**config.mk**
```make
export PLATFORM = sky130hd
export DESIGN_NAME = reflet_timer_flat
export DESIGN_NICKNAME = d
export VERILOG_FILES = /design/src/rtl/reflet_timer_pkg.sv /design/src/rtl/reflet_timer_if.sv /design/src/rtl/reflet_timer_prescaler.sv /design/src/rtl/reflet_timer.sv /design/src/flat_wrapper.sv
export SDC_FILE = /design/constraint.sdc
export NUM_CORES = 1
export LEC_CHECK = 0
export ABC_AREA = 1
export BUFFER_PORTS_ARGS = -buffer_cell sky130_fd_sc_hd__buf_2
export CAP_MARGIN = 20
export CORE_AREA = 4 4 99 101
export CTS_BUF_LIST = sky130_fd_sc_hd__clkbuf_8
export DETAILED_ROUTE_END_ITERATION = 6
export DIE_AREA = 0 0 103 105
export PLACE_DENSITY_LB_ADDON = 0.25
export REMOVE_ABC_BUFFERS = 1
export SLEW_MARGIN = 0
export SYNTH_ARGS = -nofsm -noshare
export SYNTH_HDL_FRONTEND = slang
export SYNTH_SLANG_ARGS = --single-unit
```
**constraint.sdc**
```tcl
create_clock -name clk -period 3.65 [get_ports clk]
set_input_delay 0.73 -clock clk [delete_from_list [all_inputs] [get_ports clk]]
set_output_delay 0.73 -clock clk [all_outputs]
set_load 0.005 [all_outputs]
```
**src/rtl/reflet_timer_pkg.sv**
```systemverilog
// Shared definitions for the reflet timer: register word offsets, CTRL bit
// positions and the register-select type used by the bus decoder.
package reflet_timer_pkg;

  localparam int unsigned WORDSIZE_DEF = 16;

  localparam int unsigned timer_ctrl_off  = 0;
  localparam int unsigned timer_presc_off = 1;
  localparam int unsigned timer_cmp_off   = 2;
  localparam int unsigned timer_cnt_off   = 3;

  localparam int unsigned timer_run_bit    = 0;
  localparam int unsigned timer_reload_bit = 1;
  localparam int unsigned timer_inten_bit  = 2;
  localparam int unsigned timer_flag_bit   = 3;

  typedef enum logic [1:0] {
    REG_CTRL  = 2'(timer_ctrl_off),
    REG_PRESC = 2'(timer_presc_off),
    REG_CMP   = 2'(timer_cmp_off),
    REG_CNT   = 2'(timer_cnt_off)
  } reg_sel_e;

endpackage

```
**src/rtl/reflet_timer_if.sv**
```systemverilog
// CPU-side bus of the reflet timer: access strobes, read data and match interrupt.
interface reflet_timer_if
  import reflet_timer_pkg::*;
#(
  parameter int unsigned wordsize = WORDSIZE_DEF
);

  logic                enable;
  logic [wordsize-1:0] addr;
  logic [wordsize-1:0] data_in;
  logic                write_en;
  logic [wordsize-1:0] data_out;
  logic                interrupt;

  modport master (
    output enable, addr, data_in, write_en,
    input  data_out, interrupt
  );

  modport slave (
    input  enable, addr, data_in, write_en,
    output data_out, interrupt
  );

endinterface

```
**src/rtl/reflet_timer_prescaler.sv**
```systemverilog
// Prescaler: counts enabled cycles 0..presc and flags the terminal cycle as a tick.
module reflet_timer_prescaler
  import reflet_timer_pkg::*;
#(
  parameter int unsigned wordsize = WORDSIZE_DEF
) (
  input  logic                clk,
  input  logic                reset,
  input  logic                count_en_i,
  input  logic                clear_i,
  input  logic [wordsize-1:0] presc_i,
  output logic                tick_c_o
);

  logic [wordsize-1:0] pcnt_q, pcnt_d;

  assign tick_c_o = count_en_i && (pcnt_q == presc_i);

  always_comb begin
    pcnt_d = pcnt_q;
    if (clear_i) begin
      pcnt_d = '0;
    end else if (count_en_i) begin
      pcnt_d = tick_c_o ? '0 : pcnt_q + wordsize'(1);
    end
  end

  always_ff @(posedge clk or posedge reset) begin
    if (reset) begin
      pcnt_q <= '0;
    end else begin
      pcnt_q <= pcnt_d;
    end
  end

endmodule

```
**src/rtl/reflet_timer.sv**
```systemverilog
// Memory-mapped timer: bus decode, CTRL/PRESCALE/COMPARE/COUNT registers,
// compare-match logic and a registered one-cycle match interrupt.
module reflet_timer
  import reflet_timer_pkg::*;
#(
  parameter int unsigned         wordsize  = WORDSIZE_DEF,
  parameter logic [wordsize-1:0] base_addr = wordsize'(16'hFF00)
) (
  input  logic           clk,
  input  logic           reset,
  reflet_timer_if.slave  bus
);

  localparam int unsigned BYTES    = wordsize / 8;
  localparam int unsigned MAP_SPAN = 4 * BYTES;

  logic                run_q, run_d, reload_q, reload_d;
  logic                inten_q, inten_d, flag_q, flag_d;
  logic [wordsize-1:0] presc_q, presc_d, cmp_q, cmp_d, cnt_q, cnt_d;
  logic [wordsize-1:0] rdata_q, rdata_d;
  logic                irq_q, irq_d;

  logic [wordsize-1:0] off;
  logic                sel;
  reg_sel_e            reg_k;
  logic                wr, ctrl_wr, presc_wr, cmp_wr, cnt_wr;
  logic                tick, match;
  logic [wordsize-1:0] ctrl_rd, reg_rd;

  // Only word-aligned addresses inside the four-register window select us.
  assign off   = bus.addr - base_addr;
  assign sel   = (off < wordsize'(MAP_SPAN)) && ((off % wordsize'(BYTES)) == '0);
  assign reg_k = reg_sel_e'(2'(off / wordsize'(BYTES)));

  assign wr       = bus.enable && bus.write_en && sel;
  assign ctrl_wr  = wr && (reg_k == REG_CTRL);
  assign presc_wr = wr && (reg_k == REG_PRESC);
  assign cmp_wr   = wr && (reg_k == REG_CMP);
  assign cnt_wr   = wr && (reg_k == REG_CNT);

  reflet_timer_prescaler #(.wordsize(wordsize)) u_presc (
    .clk        (clk),
    .reset      (reset),
    .count_en_i (bus.enable && run_q),
    .clear_i    (presc_wr || cnt_wr || ctrl_wr),
    .presc_i    (presc_q),
    .tick_c_o   (tick)
  );

  // A software COUNT write on a tick cycle suppresses match evaluation.
  assign match = tick && !cnt_wr && (cnt_q == cmp_q);

  always_comb begin
    ctrl_rd                   = '0;
    ctrl_rd[timer_run_bit]    = run_q;
    ctrl_rd[timer_reload_bit] = reload_q;
    ctrl_rd[timer_inten_bit]  = inten_q;
    ctrl_rd[timer_flag_bit]   = flag_q;
    case (reg_k)
      REG_CTRL:  reg_rd = ctrl_rd;
      REG_PRESC: reg_rd = presc_q;
      REG_CMP:   reg_rd = cmp_q;
      REG_CNT:   reg_rd = cnt_q;
    endcase
  end

  always_comb begin
    run_d    = run_q;
    reload_d = reload_q;
    inten_d  = inten_q;
    flag_d   = flag_q;
    presc_d  = presc_q;
    cmp_d    = cmp_q;
    cnt_d    = cnt_q;
    rdata_d  = rdata_q;
    irq_d    = match && inten_q;

    if (bus.enable) rdata_d = sel ? reg_rd : '0;
    if (presc_wr)   presc_d = bus.data_in;
    if (cmp_wr)     cmp_d   = bus.data_in;

    if (cnt_wr) begin
      cnt_d = bus.data_in;
    end else if (match) begin
      cnt_d = reload_q ? '0 : cnt_q;
    end else if (tick) begin
      cnt_d = cnt_q + wordsize'(1);
    end

    if (match && !reload_q) run_d = 1'b0;
    if (ctrl_wr) begin
      run_d    = bus.data_in[timer_run_bit];
      reload_d = bus.data_in[timer_reload_bit];
      inten_d  = bus.data_in[timer_inten_bit];
      if (bus.data_in[timer_flag_bit]) flag_d = 1'b0;
    end
    // Setting the flag outranks a same-cycle write-1-to-clear.
    if (match) flag_d = 1'b1;
  end

  always_ff @(posedge clk or posedge reset) begin
    if (reset) begin
      run_q    <= 1'b0;
      reload_q <= 1'b0;
      inten_q  <= 1'b0;
      flag_q   <= 1'b0;
      presc_q  <= '0;
      cmp_q    <= '0;
      cnt_q    <= '0;
      rdata_q  <= '0;
      irq_q    <= 1'b0;
    end else begin
      run_q    <= run_d;
      reload_q <= reload_d;
      inten_q  <= inten_d;
      flag_q   <= flag_d;
      presc_q  <= presc_d;
      cmp_q    <= cmp_d;
      cnt_q    <= cnt_d;
      rdata_q  <= rdata_d;
      irq_q    <= irq_d;
    end
  end

  assign bus.data_out  = rdata_q;
  assign bus.interrupt = irq_q;

endmodule

```
**src/flat_wrapper.sv**
```systemverilog
// flat-port wrapper written by rule: the top's interface ports become plain ports
module reflet_timer_flat import reflet_timer_pkg::*;
#(
  parameter int unsigned         wordsize  = WORDSIZE_DEF,
  parameter logic [wordsize-1:0] base_addr = wordsize'(16'hFF00)
)
  (clk, reset, bus_enable, bus_addr, bus_data_in, bus_write_en, bus_data_out, bus_interrupt);
  reflet_timer_if #(.wordsize(wordsize)) bus_i ();
  input  logic clk;
  input  logic reset;
  input wire logic [$bits(bus_i.enable)-1:0] bus_enable;
  input wire logic [$bits(bus_i.addr)-1:0] bus_addr;
  input wire logic [$bits(bus_i.data_in)-1:0] bus_data_in;
  input wire logic [$bits(bus_i.write_en)-1:0] bus_write_en;
  output wire logic [$bits(bus_i.data_out)-1:0] bus_data_out;
  output wire logic [$bits(bus_i.interrupt)-1:0] bus_interrupt;
  assign bus_i.enable = bus_enable;
  assign bus_i.addr = bus_addr;
  assign bus_i.data_in = bus_data_in;
  assign bus_i.write_en = bus_write_en;
  assign bus_data_out = bus_i.data_out;
  assign bus_interrupt = bus_i.interrupt;
  reflet_timer #(.wordsize(wordsize), .base_addr(base_addr)) u_core (.clk(clk), .reset(reset), .bus(bus_i));
endmodule
```
==> After elaboration in Yosys (flattened, before gate mapping) <==
Cells that the tools add are included.
{ "classes": {"n_reduce_logical": 26, "muxes": 14, "addsub": 3, "eq_ne": 6, "magnitude_cmp": 1} }
{ "ops": {"columns": ["operator", "n"], "rows": [
  ["2-to-1 mux 16 bit", 8],
  ["case mux 16 bit (4 select lines)", 1],
  ["adder 16 x 1 -> 16 bit (second input constant)", 2],
  ["== test 16 bit", 2],
  ["zero test 16 bit", 1],
  ["< comparator 16 x 4 -> 1 bit (second input constant)", 1],
  ["subtractor 16 bit (second input constant)", 1],
  ["logical AND 1 bit", 13],
  ["nonzero test 2 bit", 4],
  ["2-to-1 mux 1 bit", 5],
  ["== test 2 bit (second input constant)", 2],
  ["AND reduction 2 bit", 2],
  ["!= test 3 x 1 -> 1 bit (second input constant)", 1],
  ["nonzero test 3 bit", 1],
  ["== test 2 x 1 -> 1 bit (second input constant)", 1],
  ["zero test 1 bit", 2],
  ["zero test 2 bit", 1],
  ["logical OR 1 bit", 2]
]} }
{ "totals": {"output_inout_bits": 17, "input_bits": 36, "wordCells": 60, "register_bits": 85} }

==> Logic depth before layout (Yosys ltp) <==
{ "depth": {"ltp_word": 11, "mapped_depth": 14, "mapped_depth_nobuf": 14} }

==> By module <==
Synthesis repeated with hierarchy kept, for this count alone.
{ "unflattened": {"hier_cells": 759, "area_unflattened_um2": 5240.0} }
{ "by_module_without_submodules": {"columns": ["mod", "seq_area_each_um2", "cells_each", "instances", "area_each_um2"], "rows": [
  ["reflet_timer", 1726.7, 540, 1, 3933.8],
  ["reflet_timer_prescaler", 400.4, 219, 1, 1306.3]
]} }

==> Worst setup path before layout <==
No wires, ideal clock.
{ "synth_path": {"path_kind": "input -> register", "from": "input port bus_addr[14]", "to": "register u_core.cnt_q[3]", "t_arrival_ns": 1.843, "required_time_ns": 3.530, "n_path_buf": 1, "cell_stages": 10, "setup_ns": 0.120, "path_slack_ns": 1.687, "cell_sequence": "nand2_1 > nor3_1 > nand3_1 > inv_1 > nand2_2 > nand2_1 > buf_6 > nand3_2 > nor2_2 > nor2_2"} }
{ "synth_between": {"elab_chain_len": 10, "word_cells_on_any_way": 13, "cone_classes": "add/sub: 1; order compare: 1; eq/ne: 1; mux: 2; reduce/logical: 8"} }
{ "synth_rtl": {"columns": ["element", "line_no", "rtl"], "rows": [
  ["start, declared", "flat_wrapper.sv:12", "input wire logic [$bits(bus_i.addr)-1:0] bus_addr;"],
  ["subtractor 16 bit (*)", "reflet_timer.sv:31", "assign off = bus.addr - base_addr;"],
  ["< comparator 16 x 4 -> 1 bit (*)", "reflet_timer.sv:32", "assign sel = (off < wordsize'(MAP_SPAN)) && ((off % wordsize'(BYTES)) == '0);"],
  ["logical AND 1 bit (*)", "reflet_timer.sv:32", null],
  ["logical AND 1 bit (*)", "reflet_timer.sv:35", "assign wr = bus.enable && bus.write_en && sel;"],
  ["logical AND 1 bit (*)", "reflet_timer.sv:39", "assign cnt_wr = wr && (reg_k == REG_CNT);"],
  ["zero test 1 bit", "reflet_timer.sv:51", "assign match = tick && !cnt_wr && (cnt_q == cmp_q);"],
  ["logical AND 1 bit (2 in series)", "reflet_timer.sv:51", null],
  ["!= test 3 x 1 -> 1 bit (no source line), or another cell as far along", null, null],
  ["AND reduction 2 bit (no source line) / 2-to-1 mux 16 bit (equally long branches)", null, null],
  ["end signal, assigned", "reflet_timer.sv:119", "cnt_q <= cnt_d;"],
  ["end, declared", "reflet_timer.sv:19", "logic [wordsize-1:0] presc_q, presc_d, cmp_q, cmp_d, cnt_q, cnt_d;"]
]} }
Mark *: on every way between the ends. The rest lies on a longest branch, timed or not.
A chain may end at the register's enable or synchronous reset.

==> Worst setup path after layout <==
{ "layout_path": {"from": "input port bus_addr[5]", "to": "register u_core.cmp_q[4]"} }
{ "layout_between": {"elab_chain_len": 5} }
{ "layout_rtl": {"columns": ["element", "line_no", "rtl"], "rows": [
  ["subtractor 16 bit", "reflet_timer.sv:31", null],
  ["< comparator 16 x 4 -> 1 bit", "reflet_timer.sv:32", null],
  ["logical AND 1 bit", "reflet_timer.sv:32", null],
  ["logical AND 1 bit", "reflet_timer.sv:35", null],
  ["logical AND 1 bit", "reflet_timer.sv:38", "assign cmp_wr = wr && (reg_k == REG_CMP);"],
  ["end signal, assigned", "reflet_timer.sv:118", "cmp_q <= cmp_d;"],
  ["end, declared", "reflet_timer.sv:19", null]
]} }
No other way between the ends.

==> metrics.txt <==
fraction of layout cells with a size suffix above 1 13.5%; worst slew pin tran 0.925 ns; TritonCTS clock tree built; Detailed Routing Iterations Pass 1 5; relative slew slack 38.2%; Starting Density 60.2%; Final Max Slew Viols 0; Worst Path Buf+Inv 2; Critical Path Fanout Max 32; Post-synth top cells nand2_1 (257), inv_1 (125), nor2_1 (87), dfrtp_1 (85), o21ai_0 (48); HPWL after DPL 11600 um; Vias/cell 5.50; Post-synth EDFFs 0; pre-CTS WS 0.980 ns; status finished, final reports clean; core area 0.00902 mm2; pwr/cell area 292 mW/mm2; reg-to-reg endpoint u_core.cnt_q[2]; post-synthesis sequential area ratio 39.2%; routed length per placed instance 15.3 um; CTS resizes 0; delay-heaviest family, CP simple AND/OR/NAND/NOR gates; RR Startpoint u_core.u_presc.pcnt_q[7]; routed wire length 15100 um; critical path launch point type input port; Synth cell types 37; IO Port Bufs 52; RSZ-0062 raised after global routing no; number of cells on the critical path 9; Clock transition at path regs 0.10 ns; Root Buffer clkbuf_8; CP Capture Point u_core.cmp_q[4]; DP Area 0.00578 mm2; Yosys top cell by area dfrtp_1; Vias 5398; Core Util, Final 66.3%; # clock sinks 85; Leak 0.00302 uW; grt ovf 0; top-count cell post-synth nand2_1; global-route wire length before repair 24400 um; Post-DRT Antenna Nets 0; DRC viols 0; pin count of the biggest net entering global routing 46; CP startpoint bus_addr[5]; Yosys reg bits 85; Max-Cap Viols 0; multi-input logic area 0.00268 mm2; VDD IR-drop max 0.000175 V; cell chain of the critical path buf_2 > nor2_1 > nand3_1 > nor2_1 > nand3_1 > inv_1 > nand2_1 > nand2_1 > o21ai_0; CTS max path bufs 2; Setup violations, final 0; TNS Setup 0 ns; hold crit path type in2async; GRT Resource Usage Total 28.8%; crit path kind in2reg; number of global-route vias before repair 5000; CTS buffer count 9; synth warn 0; Reg area 0.00213 mm2; Syn-to-layout area delta 10.3%; final period utilization 63.2%; Net count, final 904; Hold WS 0.486 ns; post-synth top area share 39.2%; clk_lat worst skew 0.37 ns; Synth Flop Type dfrtp_1; Post-Syn Instances 817; n_diodes 0; final worst slack 1.34 ns; CP endpoint kind flip-flop; initial antenna violation count 0; Layout Skew 0.0136 ns; R2R Setup Slk 1.66 ns; Die Y 105 um; hold buffers post-CTS 0; Max Freq 433 MHz; minimum clock period 2.31 ns; ys async rst share 100%; Synth Area per Inst 6.64 um2; CP max stage cell nand2_1; std cell rows 35; Finished Cell Area 0.00598 mm2; I/O pin count 53; worst-case reg-to-reg path depth 11; RePlAce Congestion 0.950; Worst EP required 3.86 ns; htree depth 3; CP arrival 2.52 ns; Layout fillers 825; Die ar. 0.0108 mm2; Netlist Area Pre-Place 0.00543 mm2; die width 103 um; Initial DRC Count 463; CP peak stage delay 0.55 ns; synth top area cells dfrtp_1 (39%), nand2_1 (18%), inv_1 (8.6%); Setup Fix Bufs, Post-CTS 0; Final Hold Viols 0
-- power breakdown --
part | total, uW | switching [uW] | internal (uW) | leakage [uW]
sequential | 941 | 0.358 | 941 | 0.00113
combinational | 90.6 | 64.7 | 25.9 | 0.00179
clock | 715 | 389 | 326 | 0.0000980
-- kinds of logic after synthesis --
kind of cell | count (synthesis) | synth area share (%)
adder cells (fa/ha/maj) | 2 | 0.461
flip-flops | 85 | 39.2
AND/OR/NAND/NOR | 440 | 35.0
AO/OA/AOI/OAI | 124 | 12.6
buffers and inverters | 158 | 11.4
XOR/XNOR | 8 | 1.29
-- sequential cells by signal (all words and copies together), names as in the netlist --
signal,cells
u_core.cnt_q,16
u_core.flag_q,1
u_core.bus.interrupt,1
u_core.u_presc.pcnt_q,16
u_core.cmp_q,16
u_core.reload_q,1
u_core.run_q,1
u_core.presc_q,16
u_core.bus.data_out,16
u_core.inten_q,1
-- metrics by stage --
step	std cells	power, uW
floorplan	799	999
global placement	966	1050
detailed placement	966	1050
CTS	982	1750
global route	982	1810
finish	982	1750
-- per-layer routing --
layer  wire length (um)  up-vias  GRT usage (%)
li1                   -     2688              -
met1               6610     2439           40.2
met4                393        0           9.44
met2               7020      228           44.6
met5                  0        -              0
met3               1040       43           5.81
-- layout make-up --
class / instances / share of cell area (%)
Multi-Input combinational cell: 574 / 44.8
Sequential cell: 85 / 35.5
Inverter: 140 / 8.85
Timing Repair Buffer: 56 / 5.06
Tap cell: 111 / 2.32
Clock buffer: 9 / 2.07
Clock inverter: 7 / 1.38
-- how the worst min path moves through the flow --
stage / startpoint / endpoint / slack, ns / depth (start not counted)
final: reset / u_core.u_presc.pcnt_q[0] / 0.49 / 2
after global routing: u_core.presc_q[4] / u_core.presc_q[4] / 0.54 / 2
after CTS: reset / u_core.u_presc.pcnt_q[7] / 0.51 / 2
after detailed placement: u_core.presc_q[0] / u_core.presc_q[0] / 0.49 / 2
after global placement: u_core.presc_q[0] / u_core.presc_q[0] / 0.47 / 2
after floorplan: u_core.presc_q[0] / u_core.presc_q[0] / 0.45 / 2
-- worst register-to-register path, stage by stage (launching register included) --
cell     delay [ns]
dfrtp_1        0.46
inv_1          0.14
nand2_1        0.13
nand2_1        0.08
nor2_1         0.09
nand2_1        0.06
nor2_1         0.08
nand3_1        0.14
nand2_1        0.40
nand3_2        0.13
nor2_1         0.12
nor2_1         0.05
-- cells in the final DEF, fill, tap and decap left out, types with 2 or more instances in the layout --
cell type,Yosys,layout
inv_2,13,13
xnor2_1,2,2
nor2_4,2,2
buf_2,2,52
nand3_2,5,5
clkinv_4,0,2
nand3b_1,2,2
nor2_2,14,14
ha_1,2,2
nand2_1,257,257
a221oi_1,3,3
clkinvlp_4,0,2
clkbuf_8,0,9
buf_4,2,3
nand3_1,38,38
nor3_1,12,12
o21ai_1,3,3
a21oi_1,33,33
o21ai_0,48,48
inv_1,125,124
nor4_1,3,3
nand3_4,2,2
xor2_1,6,6
nor2_1,87,87
nand2_2,6,6
o22ai_1,34,34
nand4_1,8,8
dfrtp_1,85,85
Note: power is estimated with default switching activity, not from simulation.
